--- src/rtl/imm_gen_pipe_pkg.sv ---
// Shared opcode and immediate-format types for the decode-stage immediate generator.
package imm_gen_pipe_pkg;

  typedef enum logic [6:0] {
    OP_LOAD   = 7'h03,
    OP_FENCE  = 7'h0F,
    OP_IMM    = 7'h13,
    OP_AUIPC  = 7'h17,
    OP_STORE  = 7'h23,
    OP_OP     = 7'h33,
    OP_LUI    = 7'h37,
    OP_BRANCH = 7'h63,
    OP_JALR   = 7'h67,
    OP_JAL    = 7'h6F,
    OP_SYSTEM = 7'h73
  } opcode_e;

  typedef enum logic [2:0] {
    FMT_NONE = 3'd0,
    FMT_I    = 3'd1,
    FMT_S    = 3'd2,
    FMT_B    = 3'd3,
    FMT_U    = 3'd4,
    FMT_J    = 3'd5,
    FMT_SH   = 3'd6,
    FMT_Z    = 3'd7
  } imm_fmt_e;

endpackage

--- src/rtl/imm_gen_pipe_if.sv ---
// Instruction-in / immediate-out handshake bundle; master is the fetch/execute side.
interface imm_gen_pipe_if
  import imm_gen_pipe_pkg::*;
#(
  parameter int XLEN = 32
);
  logic            in_valid;
  logic            in_ready;
  logic [31:0]     in_instr;
  logic            out_valid;
  logic            out_ready;
  logic [XLEN-1:0] out_imm;
  imm_fmt_e        out_fmt;
  logic            out_illegal;

  modport master (
    output in_valid, in_instr, out_ready,
    input  in_ready, out_valid, out_imm, out_fmt, out_illegal
  );

  modport slave (
    input  in_valid, in_instr, out_ready,
    output in_ready, out_valid, out_imm, out_fmt, out_illegal
  );
endinterface

--- src/rtl/imm_decode.sv ---
// Combinational instruction-to-immediate decoder with format tag and illegal flag.
module imm_decode
  import imm_gen_pipe_pkg::*;
#(
  parameter int XLEN = 32
) (
  input  logic [31:0]     instr,
  output logic [XLEN-1:0] imm,
  output imm_fmt_e        fmt,
  output logic            illegal
);
  localparam int SHAMT_W = $clog2(XLEN);

  always_comb begin
    imm     = '0;
    fmt     = FMT_NONE;
    illegal = 1'b0;
    case (instr[6:0])
      OP_IMM: begin
        if (instr[13:12] == 2'b01) begin
          fmt = FMT_SH;
          // shamt[5] only exists on RV64
          if (XLEN == 32 && instr[25]) illegal = 1'b1;
          else imm = XLEN'(instr[20 +: SHAMT_W]);
        end else begin
          fmt = FMT_I;
          imm = XLEN'($signed(instr[31:20]));
        end
      end
      OP_LOAD, OP_JALR: begin
        fmt = FMT_I;
        imm = XLEN'($signed(instr[31:20]));
      end
      OP_STORE: begin
        fmt = FMT_S;
        imm = XLEN'($signed({instr[31:25], instr[11:7]}));
      end
      OP_BRANCH: begin
        fmt = FMT_B;
        imm = XLEN'($signed({instr[31], instr[7], instr[30:25], instr[11:8], 1'b0}));
      end
      OP_JAL: begin
        fmt = FMT_J;
        imm = XLEN'($signed({instr[31], instr[19:12], instr[20], instr[30:21], 1'b0}));
      end
      OP_LUI, OP_AUIPC: begin
        fmt = FMT_U;
        imm = XLEN'($signed({instr[31:12], 12'b0}));
      end
      OP_SYSTEM: begin
        if (instr[14]) begin
          fmt = FMT_Z;
          imm = XLEN'(instr[19:15]);
        end
      end
      OP_OP, OP_FENCE: ;
      default: illegal = 1'b1;
    endcase
  end
endmodule

--- src/rtl/imm_gen_pipe.sv ---
// Registered immediate generator behind a 2-entry skid buffer (head drives outputs).
module imm_gen_pipe
  import imm_gen_pipe_pkg::*;
#(
  parameter int XLEN = 32
) (
  input  logic          clk,
  input  logic          rst,
  input  logic          flush,
  imm_gen_pipe_if.slave bus
);
  if (XLEN != 32 && XLEN != 64) begin : g_bad_xlen
    $error("imm_gen_pipe: XLEN must be 32 or 64");
  end
  if ($bits(bus.out_imm) != XLEN) begin : g_bad_if
    $error("imm_gen_pipe: interface XLEN does not match module XLEN");
  end

  logic [1:0]      count;
  logic [XLEN-1:0] dec_imm, head_imm, skid_imm;
  imm_fmt_e        dec_fmt, head_fmt, skid_fmt;
  logic            dec_ill, head_ill, skid_ill;
  logic            acc, ret;

  imm_decode #(.XLEN(XLEN)) u_decode (
    .instr   (bus.in_instr),
    .imm     (dec_imm),
    .fmt     (dec_fmt),
    .illegal (dec_ill)
  );

  // Ready is a function of occupancy only, so backpressure never reaches fetch combinationally.
  assign bus.in_ready    = ~rst & (count != 2'd2);
  assign bus.out_valid   = (count != 2'd0);
  assign bus.out_imm     = head_imm;
  assign bus.out_fmt     = head_fmt;
  assign bus.out_illegal = head_ill;

  assign acc = bus.in_valid & bus.in_ready;
  assign ret = bus.out_valid & bus.out_ready;

  always_ff @(posedge clk or posedge rst) begin
    if (rst) begin
      count    <= 2'd0;
      head_imm <= '0;
      head_fmt <= FMT_NONE;
      head_ill <= 1'b0;
      skid_imm <= '0;
      skid_fmt <= FMT_NONE;
      skid_ill <= 1'b0;
    end else if (flush) begin
      count <= 2'd0;
    end else if (acc && !ret) begin
      if (count == 2'd0) begin
        head_imm <= dec_imm;
        head_fmt <= dec_fmt;
        head_ill <= dec_ill;
      end else begin
        skid_imm <= dec_imm;
        skid_fmt <= dec_fmt;
        skid_ill <= dec_ill;
      end
      count <= count + 2'd1;
    end else if (ret && !acc) begin
      if (count == 2'd2) begin
        head_imm <= skid_imm;
        head_fmt <= skid_fmt;
        head_ill <= skid_ill;
      end
      count <= count - 2'd1;
    end else if (acc && ret) begin
      // Count is 1 here (2 blocks accept); the new entry replaces the retiring head.
      head_imm <= dec_imm;
      head_fmt <= dec_fmt;
      head_ill <= dec_ill;
    end
  end
endmodule

--- src/flat_wrapper.sv ---
// flat-port wrapper written by rule: the top's interface ports become plain ports
module imm_gen_pipe_flat import imm_gen_pipe_pkg::*;
#(
  parameter int XLEN = 32
)
  (clk, rst, flush, bus_in_valid, bus_in_instr, bus_out_ready, bus_in_ready, bus_out_valid, bus_out_imm, bus_out_fmt, bus_out_illegal);
  imm_gen_pipe_if #(.XLEN(XLEN)) bus_i ();
  input  logic clk;
  input  logic rst;
  input  logic flush;
  input wire logic [$bits(bus_i.in_valid)-1:0] bus_in_valid;
  input wire logic [$bits(bus_i.in_instr)-1:0] bus_in_instr;
  input wire logic [$bits(bus_i.out_ready)-1:0] bus_out_ready;
  output wire logic [$bits(bus_i.in_ready)-1:0] bus_in_ready;
  output wire logic [$bits(bus_i.out_valid)-1:0] bus_out_valid;
  output wire logic [$bits(bus_i.out_imm)-1:0] bus_out_imm;
  output wire logic [$bits(bus_i.out_fmt)-1:0] bus_out_fmt;
  output wire logic [$bits(bus_i.out_illegal)-1:0] bus_out_illegal;
  assign bus_i.in_valid = bus_in_valid;
  assign bus_i.in_instr = bus_in_instr;
  assign bus_i.out_ready = bus_out_ready;
  assign bus_in_ready = bus_i.in_ready;
  assign bus_out_valid = bus_i.out_valid;
  assign bus_out_imm = bus_i.out_imm;
  assign bus_out_fmt = bus_i.out_fmt;
  assign bus_out_illegal = bus_i.out_illegal;
  imm_gen_pipe #(.XLEN(XLEN)) u_core (.clk(clk), .rst(rst), .flush(flush), .bus(bus_i));
endmodule
--- config.mk ---
export PLATFORM = sky130hd
export DESIGN_NAME = imm_gen_pipe_flat
export DESIGN_NICKNAME = d
export VERILOG_FILES = /design/src/rtl/imm_gen_pipe_pkg.sv /design/src/rtl/imm_gen_pipe_if.sv /design/src/rtl/imm_decode.sv /design/src/rtl/imm_gen_pipe.sv /design/src/flat_wrapper.sv
export SDC_FILE = /design/constraint.sdc
export NUM_CORES = 1
export LEC_CHECK = 0
export ABC_AREA = 1
export CAP_MARGIN = 15
export CORE_MARGIN = 4
export CORE_UTILIZATION = 29
export DETAILED_ROUTE_END_ITERATION = 12
export SYNTH_ARGS = -nofsm -noshare
export SYNTH_HDL_FRONTEND = slang
export SYNTH_SLANG_ARGS = --single-unit
--- constraint.sdc ---
create_clock -name clk -period 4 [get_ports clk]
set_input_delay 0.4 -clock clk [delete_from_list [all_inputs] [get_ports clk]]
set_output_delay 0.4 -clock clk [all_outputs]
set_load 0.01 [all_outputs]
==> impl_metrics.json <==
{
  "outcome": "complete, no violations",
  "power.leakage_nw": 3.30,
  "synth_edf_count": 0,
  "yosysTopAreaCell": "dfrtp_1",
  "antenna_found_initial": 0,
  "rsz0062_at_grt": "false",
  "top_layer_used": "met4",
  "start_util_pct": 29.4,
  "ant_nets": 0,
  "synth.top_cell.area_share_pct": 41.6,
  "cp-end-kind": "flip-flop",
  "tightest_slew_ps": 917,
  "yosysSeqAreaShare_pct": 41.6,
  "seqCellArea_um2": 1850,
  "routed-wl-met3_um": 648,
  "p_int_mw": 1.84,
  "p_sw_share_pct": 33.5,
  "ctsHoldBuffers": 0,
  "async_reset_ff_share_pct": 100,
  "startpoint_type": "input pin",
  "fin_tns_setup_ps": 0,
  "min_period_ps": 2380,
  "grt_pass1_vias": 4088,
  "h-tree-depth": 3,
  "min_path_type": "in2async",
  "io_buffers": 74,
  "rrSetupSlack_ps": 1860,
  "clock_latency_ps": 340,
  "place_congestion": 0.860,
  "antenna_cells": 0,
  "globalRoute.totalOverflow": 0,
  "wl_met2_um": 5700,
  "clkPwrFrac_pct": 26.0,
  "drt-total-wl_um": 12700,
  "cts_tree": "yes",
  "synth_fp_nets": 712,
  "maxSlewHeadroom_pct": 38.7,
  "drive_above_1_share_pct": 5.65,
  "finalHoldViolCount": 0,
  "p_seq_share_pct": 38.4,
  "ys_top_cells_by_count": "nand2_1, inv_1, dfrtp_1, nor2_1, nand3_1",
  "crit_path_max_fanout": 13,
  "crit_top_cell": "nand2_1",
  "ys.flop_type": "dfrtp_1",
  "powerDensity_nw_per_um2": 498,
  "synth_cell_type_count": 24,
  "drcViolationCount": 0,
  "dr.pass1.iters": 5,
  "rr_startpoint": "u_core.count[1]",
  "crit_path_max_incr_delay_ps": 590,
  "yosysMostFrequentCell": "nand2_1",
  "avgSynthCellArea_um2": 6.59,
  "netlist_instances": 675,
  "slew_viol_final": 0,
  "die_area_um2": 17400,
  "fmax_mhz": 420,
  "cts_buffer_depth": 2,
  "filler_cell_count": 1629,
  "core_area_um2": 15100,
  "required_ps": 4270,
  "grt_pass1_wl_um": 21000,
  "first_iter_violations": 327,
  "io_pins": 75,
  "post-place-cells": 916,
  "cap_viol_max_count": 0,
  "stdcell_count": 931,
  "cts.clk_slew.worst_paths_ps": 60,
  "post_cts_buffers": 0,
  "area_growth_pct": 24.7,
  "multi_input_area_um2": 2080,
  "ys_warn_count": 0,
  "grt_usage_pct": 15.1,
  "dp_hpwl_um": 8770,
  "cts_sinks": 74,
  "viasPerCell": 4.60,
  "reg2regPathDepth": 7,
  "cts_root_buf": "clkbuf_16",
  "die_w_um": 132,
  "vdd_drop_max_mv": 0.203,
  "syn-cell-area_um2": 4450,
  "wl_per_cell_um": 13.6,
  "cp.arrival_ps": 2650,
  "die_h_um": 132,
  "comb_power_share_pct": 35.6,
  "met1_length_um": 6070,
  "p_sw_mw": 0.927,
  "dr_total_vias": 4285,
  "crit_chain": "clkdlybuf4s50_1 -> nand2_1 -> nor2_2 -> nand2_1 -> a21boi_2 -> nor2_1 -> nand3_1 -> nand2_1 -> nand2_1",
  "finalCritPeriodShare_pct": 59.5,
  "fin_skew_ps": 7.84,
  "crit_slowest_cell": "a21boi_2",
  "grt_max_degree": 43,
  "reg2reg_to": "u_core.bus.out_imm[14]",
  "setup_violations": 0,
  "cts.repair.resized": 0,
  "final_nets": 776,
  "netlist_top_cells_area": "dfrtp_1, nand2_1, inv_1",
  "cp-startpoint": "bus_in_instr[0]",
  "rows": 45,
  "numCtsBuffers": 9,
  "path_class": "in2reg",
  "yosys_register_bits": 74
}
per-layer routing:
metal	vias to the layer above	GRT usage [%]
met5	-	0
met4	0	5.19
li1	2211	-
met3	19	3.63
met2	118	24.1
met1	1937	20.0
cell type report:
| type | count | area share [%] |
|---|---|---|
| clock buffers | 11 | 4.19 |
| clock inverters | 4 | 0.361 |
| inverters | 86 | 5.82 |
| multi-input cells | 485 | 37.5 |
| flip-flops and latches | 74 | 33.4 |
| well taps | 188 | 4.24 |
| repair buffers | 83 | 14.6 |
layout by cell type (no fill, tap or decap), types with 9 or more instances in the layout:
cell	n
nand2_1	283
nor2_1	56
inv_1	78
buf_4	9
nand4_1	10
dfrtp_1	74
nand3_1	55
clkdlybuf4s50_1	74
clkbuf_16	9
o21ai_0	43
o21ai_1	14
stage by stage:
| step | worst slack (ps) | hold WS, ps | power [mW] | utilization, % | area (µm²) |
|---|---|---|---|---|---|
| global placement | 1320 | 452 | 2.07 | 35.0 | 5300 |
| finish | 1620 | 350 | 2.76 | 36.6 | 5550 |
| global route | 1370 | 370 | 2.96 | 36.6 | 5550 |
| floorplan | 1720 | 437 | 1.58 | - | 4450 |
| detailed placement | 1320 | 458 | 2.08 | 35.0 | 5300 |
| CTS | 1680 | 347 | 2.81 | 36.6 | 5550 |
worst max-delay path, delay by kind of cell:
| family | cells | cell delay [ps] |
|---|---|---|
| AOI/OAI and AO/OA | 1 | 590 |
| and+or+nand+nor | 7 | 1200 |
| buffers and inverters | 1 | 450 |
sequential cells by signal, indices dropped and copies added, names as in the netlist:
signal / flops
u_core.bus.out_imm: 32
u_core.skid_imm: 32
u_core.bus.out_fmt: 3
u_core.skid_fmt: 3
u_core.count: 2
u_core.bus.out_illegal: 1
u_core.skid_ill: 1
cells by family (layout without fill, tap and decap cells):
family / count (synthesis) / count (layout) / share of synthesized area (%)
xor+xnor: 1 / 1 / 0.197
flops: 74 / 74 / 41.6
buf+inv: 116 / 184 / 11.8
simple gates: 414 / 414 / 37.9
compound gates: 70 / 70 / 8.49
power by group through the flow:
| stage | combinational [mW] | sequential [mW] | clock [mW] |
|---|---|---|---|
| 3_5_place_dp | 1.00 | 1.08 | 0 |
| 5_1_grt | 1.10 | 1.09 | 0.768 |
| 4_1_cts | 1.00 | 1.07 | 0.738 |
| 6_report | 0.983 | 1.06 | 0.718 |
| 3_3_place_gp | 0.989 | 1.08 | 0 |
| 2_1_floorplan | 0.450 | 1.13 | 0 |
worst max-delay path by stage:
stage | to | slack [ps] | depth (start not counted)
after floorplan | u_core.bus.out_fmt[0] | 1720 | 1
after global placement | u_core.bus.out_imm[14] | 1320 | 12
after detailed placement | u_core.bus.out_imm[24] | 1320 | 9
after CTS | u_core.bus.out_imm[24] | 1680 | 9
after global routing | u_core.bus.out_imm[27] | 1370 | 10
final | u_core.bus.out_imm[31] | 1620 | 9
Note: power is estimated with default switching activity, not from simulation.
